`src/rtl/bus_pkg.sv`:
```
// Shared constants for the processor datapath bus: its dimensions and the
// index assigned to each source that can drive it.
package bus_pkg;

  localparam int BUS_WIDTH = 32;
  localparam int BUS_NSRC  = 24;
  localparam int SEL_W     = $clog2(BUS_NSRC);

  typedef logic [SEL_W-1:0] src_idx_t;

  localparam int SRC_R0     = 0;
  localparam int SRC_R1     = 1;
  localparam int SRC_R2     = 2;
  localparam int SRC_R3     = 3;
  localparam int SRC_R4     = 4;
  localparam int SRC_R5     = 5;
  localparam int SRC_R6     = 6;
  localparam int SRC_R7     = 7;
  localparam int SRC_R8     = 8;
  localparam int SRC_R9     = 9;
  localparam int SRC_R10    = 10;
  localparam int SRC_R11    = 11;
  localparam int SRC_R12    = 12;
  localparam int SRC_R13    = 13;
  localparam int SRC_R14    = 14;
  localparam int SRC_R15    = 15;
  localparam int SRC_HI     = 16;
  localparam int SRC_LO     = 17;
  localparam int SRC_ZHI    = 18;
  localparam int SRC_ZLO    = 19;
  localparam int SRC_PC     = 20;
  localparam int SRC_MDR    = 21;
  localparam int SRC_INPORT = 22;
  localparam int SRC_C      = 23;

endpackage

```
`src/rtl/bus_mux_reg_prio_encoder.sv`:
```
// Combinational lowest-index-wins priority encoder that also reports whether
// any request is present and whether more than one is present.
module prio_encoder #(
  parameter int N = 8,
  localparam int IW = (N > 1) ? $clog2(N) : 1
) (
  input  logic [N-1:0]  req_i,
  output logic [IW-1:0] idx_o,
  output logic          any_o,
  output logic          multi_o
);

  localparam logic [N-1:0] ONE = {{(N-1){1'b0}}, 1'b1};

  // Scanning downwards lets the lowest set bit make the final assignment.
  always_comb begin
    idx_o = '0;
    for (int i = N - 1; i >= 0; i--) begin
      if (req_i[i]) idx_o = IW'(i);
    end
  end

  // Clearing the lowest set bit leaves something behind only if two or more were set.
  assign any_o   = |req_i;
  assign multi_o = |(req_i & (req_i - ONE));

endmodule

```
`src/rtl/bus_mux_reg.sv`:
```
// Registered shared-bus multiplexer with conflict tracking and source readback.
// Define BUS_MUX_PARITY_EN to add the registered bus_parity output.
module bus_mux_reg
  import bus_pkg::*;
#(
  parameter int WIDTH     = BUS_WIDTH,
  parameter int NSRC      = BUS_NSRC,
  parameter bit HOLD_LAST = 1'b1,
  parameter int CNT_W     = 8
) (
  input  logic                    clk,
  input  logic                    clr,
  input  logic [NSRC*WIDTH-1:0]   src_data,
  input  logic [NSRC-1:0]         src_en,
  input  logic                    hold,
  input  logic                    conflict_clr,
  output logic [WIDTH-1:0]        bus_out,
  output logic                    bus_valid,
  output logic [$clog2(NSRC)-1:0] sel_idx,
  output logic                    conflict,
  output logic                    conflict_sticky,
`ifdef BUS_MUX_PARITY_EN
  output logic                    bus_parity,
`endif
  output logic [CNT_W-1:0]        conflict_count
);

  localparam int SW = $clog2(NSRC);

  logic [SW-1:0]    encIdx;
  logic             encAny;
  logic             encMulti;
  logic [WIDTH-1:0] selData;
  logic             newConflict;

  logic [WIDTH-1:0] bus_q, bus_d;
  logic             valid_q, valid_d;
  logic [SW-1:0]    sel_q, sel_d;
  logic             conflict_q, conflict_d;
  logic             sticky_q, sticky_d;
  logic [CNT_W-1:0] count_q, count_d;
`ifdef BUS_MUX_PARITY_EN
  logic             parity_q, parity_d;
`endif

  prio_encoder #(.N(NSRC)) u_enc (
    .req_i   (src_en),
    .idx_o   (encIdx),
    .any_o   (encAny),
    .multi_o (encMulti)
  );

  assign selData     = src_data[int'(encIdx)*WIDTH +: WIDTH];
  assign newConflict = !hold && encMulti;

  always_comb begin
    bus_d      = bus_q;
    valid_d    = valid_q;
    sel_d      = sel_q;
    conflict_d = conflict_q;
    if (!hold) begin
      conflict_d = encMulti;
      if (encAny) begin
        bus_d   = selData;
        sel_d   = encIdx;
        valid_d = 1'b1;
      end else begin
        valid_d = 1'b0;
        if (!HOLD_LAST) bus_d = '0;
      end
    end
  end

  // A conflict arriving with conflict_clr takes precedence, so the clear
  // leaves the counter at one rather than zero.
  always_comb begin
    count_d  = count_q;
    sticky_d = newConflict | (sticky_q & !conflict_clr);
    if (conflict_clr) begin
      count_d = newConflict ? CNT_W'(1) : '0;
    end else if (newConflict && (count_q != '1)) begin
      count_d = count_q + CNT_W'(1);
    end
  end

`ifdef BUS_MUX_PARITY_EN
  assign parity_d = ^bus_d;
`endif

  always_ff @(posedge clk or posedge clr) begin
    if (clr) begin
      bus_q      <= '0;
      valid_q    <= 1'b0;
      sel_q      <= '0;
      conflict_q <= 1'b0;
      sticky_q   <= 1'b0;
      count_q    <= '0;
`ifdef BUS_MUX_PARITY_EN
      parity_q   <= 1'b0;
`endif
    end else begin
      bus_q      <= bus_d;
      valid_q    <= valid_d;
      sel_q      <= sel_d;
      conflict_q <= conflict_d;
      sticky_q   <= sticky_d;
      count_q    <= count_d;
`ifdef BUS_MUX_PARITY_EN
      parity_q   <= parity_d;
`endif
    end
  end

  assign bus_out         = bus_q;
  assign bus_valid       = valid_q;
  assign sel_idx         = sel_q;
  assign conflict        = conflict_q;
  assign conflict_sticky = sticky_q;
  assign conflict_count  = count_q;
`ifdef BUS_MUX_PARITY_EN
  assign bus_parity      = parity_q;
`endif

endmodule

```
`config.mk`:
```
export PLATFORM = sky130hd
export DESIGN_NAME = bus_mux_reg
export DESIGN_NICKNAME = d
export VERILOG_FILES = /design/src/rtl/bus_pkg.sv /design/src/rtl/bus_mux_reg_prio_encoder.sv /design/src/rtl/bus_mux_reg.sv
export SDC_FILE = /design/constraint.sdc
export NUM_CORES = 1
export LEC_CHECK = 0
export ABC_AREA = 1
export ABC_CLOCK_PERIOD_IN_PS = 1500
export CORE_AREA = 3 3 329 331
export CTS_CLUSTER_DIAMETER = 120
export DETAILED_ROUTE_END_ITERATION = 7
export DIE_AREA = 0 0 332 334
export SLEW_MARGIN = 20
export SYNTH_ARGS = -nofsm -noshare
export SYNTH_HDL_FRONTEND = slang
export SYNTH_SLANG_ARGS = --single-unit
export TNS_END_PERCENT = 5
```
`constraint.sdc`:
```
create_clock -name clk -period 1.5 [get_ports clk]
set_input_delay 0.3 -clock clk [delete_from_list [all_inputs] [get_ports clk]]
set_output_delay 0.3 -clock clk [all_outputs]
set_load 0.01 [all_outputs]
```
==> metrics.md <==
| Metric | Value |
|---|---|
| Status | finished with violations |
| Failing checks | negative setup slack |
| DR DRC count | 0 |
| Most frequent cells in the layout | clkdlybuf4s50_1 (781), nand2_1 (728), inv_1 (415) |
| Hold crit path type | in2async |
| Root buffer cell | clkbuf_16 |
| CTS tree | yes |
| Ports | 844 |
| Final setup viols | 48 |
| Leading cell types by total area after synthesis | nand2_1 (25%), nand3_1 (20%), inv_1 (14%), dfrtp_1 (10%), a21oi_1 (4.6%) |
| Worst-Skew Late Latency | 0.33 ns |
| Global placement routability congestion | 0.977 |
| Combinational Power Share | 70.8% |
| Worst-path clk slew | 0.10 ns |
| Number of I/O port buffers | 843 |
| Post-synthesis register bit count | 48 |
| P&R area growth vs syn | 117% |
| Slowest stage delay, CP | 0.22 ns |
| Core area | 105000 um^2 |
| Commonest non-fill, non-tap cell in the layout | clkdlybuf4s50_1 |
| Final Hold Fails | 0 |
| Leak | 11.8 nW |
| First-pass GRT wire length | 139 mm |
| Slew Viols, Final | 0 |
| Post-Route Utilization | 23.8% |
| Share of the synthesized area in the top cell type | 25.1% |
| Tmin final | 3.02 ns |
| Synth warn | 0 |
| Syn Area/Cell | 4.88 um^2 |
| Mapped Area | 11600 um^2 |
| # clock sinks | 48 |
| Worst slew pin tran | 0.516 ns |
| Largest net degree at the start of global routing | 61 |
| Number of global-route vias before repair | 18700 |
| Worst EP required | 1.73 ns |
| Row count | 119 |
| Max_cap viols | 0 |
| CP delay by family, top | simple AND/OR/NAND/NOR gates |
| Die W | 332 um |
| Syn Inst Count | 2369 |
| Cell repeated most along the worst path | nand2_1 |
| RSZ-0062 raised after global routing | true |
| CTS Buf Count | 5 |
| Overflow after GRT | 0 |
| DRT iter0 DRCs | 1355 |
| Seq pwr share | 15.4% |
| Distinct cells, synth | 34 |
| VDD IR max | 0.000415 V |
| Ratio of cells with drive above 1 in the final layout | 15.1% |
| CP Buf/Inv Count | 7 |
| Critical path peak fanout | 10 |
| Fin nets | 4168 |
| Die H | 334 um |
| Die area | 111000 um^2 |
| CTS Buffer Depth | 2 |
| Initial antenna violation count | 23 |
| Slowest CP cell | clkdlybuf4s15_2 |
| Syn_nets | 3166 |
| Sw Ratio | 42.4% |
| DRT Pass-1 Iters | 8 |
| Fraction of the cycle the final worst path needs | 201% |
| Starting Density | 11.0% |
| Critical Path Sink Type | flop |
| F_max | 0.331 GHz |
| Switching power total | 4.39 mW |
| Gr usage total | 17.5% |
| Vias per cell | 4.07 |
| Register area share after synthesis | 10.4% |
| Clock skew | 0.00951 ns |
| Synth area leader | nand2_1 |
| Dpl hpwl | 86.7 mm |
| Total wire length | 103 mm |
| CP arrival | 3.25 ns |
| Clock network power share | 13.8% |
| Detailed-route via count | 19400 |
| Power Dens Cells | 414 nW/um^2 |
| Final ANT Viol Nets | 0 |
| Routed wire per std cell | 21.5 um |
| H-Tree Depth | 2 |
| Crit Path Category | in2reg |
| Setup ws final | -1.52 ns |
| Slew HR | 65.4% |
| Critical path startpoint category | input port |
| P_int | 5.97 mW |
| Filler instances | 12000 |
| Tot Pwr | 10.4 mW |
synthesized netlist by cell type, drive strengths merged:
| library cell | count |
|---|---|
| a2111oi | 2 |
| a211oi | 3 |
| a21oi | 108 |
| a221oi | 1 |
| a31oi | 1 |
| buf | 87 |
| clkbuf | 88 |
| clkinv | 2 |
| dfrtp | 48 |
| ha | 1 |
| inv | 434 |
| maj3 | 1 |
| nand2 | 776 |
| nand3 | 463 |
| nand3b | 70 |
| nand4 | 4 |
| nor2 | 96 |
| nor3 | 5 |
| nor3b | 1 |
| nor4 | 2 |
| o211ai | 66 |
| o21ai | 109 |
| o22ai | 1 |
power groups by stage:
stage	sequential [mW]	combinational (mW)	clock, mW
after global routing	1.61	7.93	1.53
after detailed placement	1.62	6.90	0
after floorplan	1.61	2.32	0
after CTS	1.60	7.26	1.53
after global placement	1.62	6.93	0
final	1.60	7.34	1.43
tightest hold or removal path, cell delays in order:
cell	delay (ns)
clkdlybuf4s50_1	0.41
inv_2	0.07
buf_12	0.29
cell type report:
class | instances | area [um^2] | area share [%]
clock inverters | 2 | 13.8 | 0.0549
multi-input cells | 1711 | 8520 | 34.0
inverters | 436 | 1660 | 6.63
flip-flops and latches | 48 | 1210 | 4.81
clock buffers | 6 | 139 | 0.554
well taps | 1391 | 1740 | 6.94
repair buffers | 1169 | 11800 | 46.9
diodes | 8 | 20.0 | 0.0799
cell families after synthesis:
kind of cell | Yosys count | share of synthesized area [%]
and+or+nand+nor | 1417 | 53.7
buffers and inverters | 611 | 21.3
AOI/OAI and AO/OA | 291 | 14.5
DFF | 48 | 10.4
adders and majority gates | 2 | 0.206
final timing paths:
kind	startpoint	to	slack, ns	cells after the start
setup / recovery	src_en[19]	bus_out[29]	-1.52	34
hold / removal	clr	bus_valid	0.33	3
setup reg to reg	conflict_count[0]	conflict_count[2]	-0.36	10
hold reg to reg	sel_idx[4]	sel_idx[4]	0.50	2
max in group asynchronous	clr	bus_out[15]	0.82	3
min in group clk	sel_idx[4]	sel_idx[4]	0.50	2
per-stage QoR:
step                setup TNS (ns)  hold WS (ns)  cells  area, um^2  setup slack (ns)
floorplan                   -35.52         0.370   2369       11600            -0.834
CTS                         -63.06         0.343   4759       24700             -1.64
finish                      -59.51         0.335   4771       25100             -1.52
detailed placement          -98.06         0.487   4726       23700             -2.71
global route                -71.30         0.367   4767       25100             -1.76
global placement           -101.66         0.466   4726       23700             -2.88
sequential cells by signal (all words and copies together), names as in the netlist:
register / flops
conflict_count: 8
conflict_sticky: 1
bus_out: 32
conflict: 1
sel_idx: 5
bus_valid: 1
routing by layer:
| layer | GRT usage, % | wire [um] | vias up | part of all wire [%] |
|---|---|---|---|---|
| met2 | 28.5 | 46600 | 867 | 45 |
| met5 | 0 | 55 | - | 0.054 |
| met4 | 2.23 | 1200 | 8 | 1.2 |
| li1 | - | - | 9480 | - |
| met1 | 24.6 | 47700 | 8987 | 46 |
| met3 | 3.26 | 7060 | 63 | 6.9 |
what timing repair did:
action | in CTS | in global routing
endpoints found under the setup margin | 91 | 49
cloned | 10 | 0
hold buffers | 0 | 0
pin swaps | 44 | 54
buffers inserted | 16 | 5
resized for setup | 216 | 85
Power figures use the tool's default switching activity.
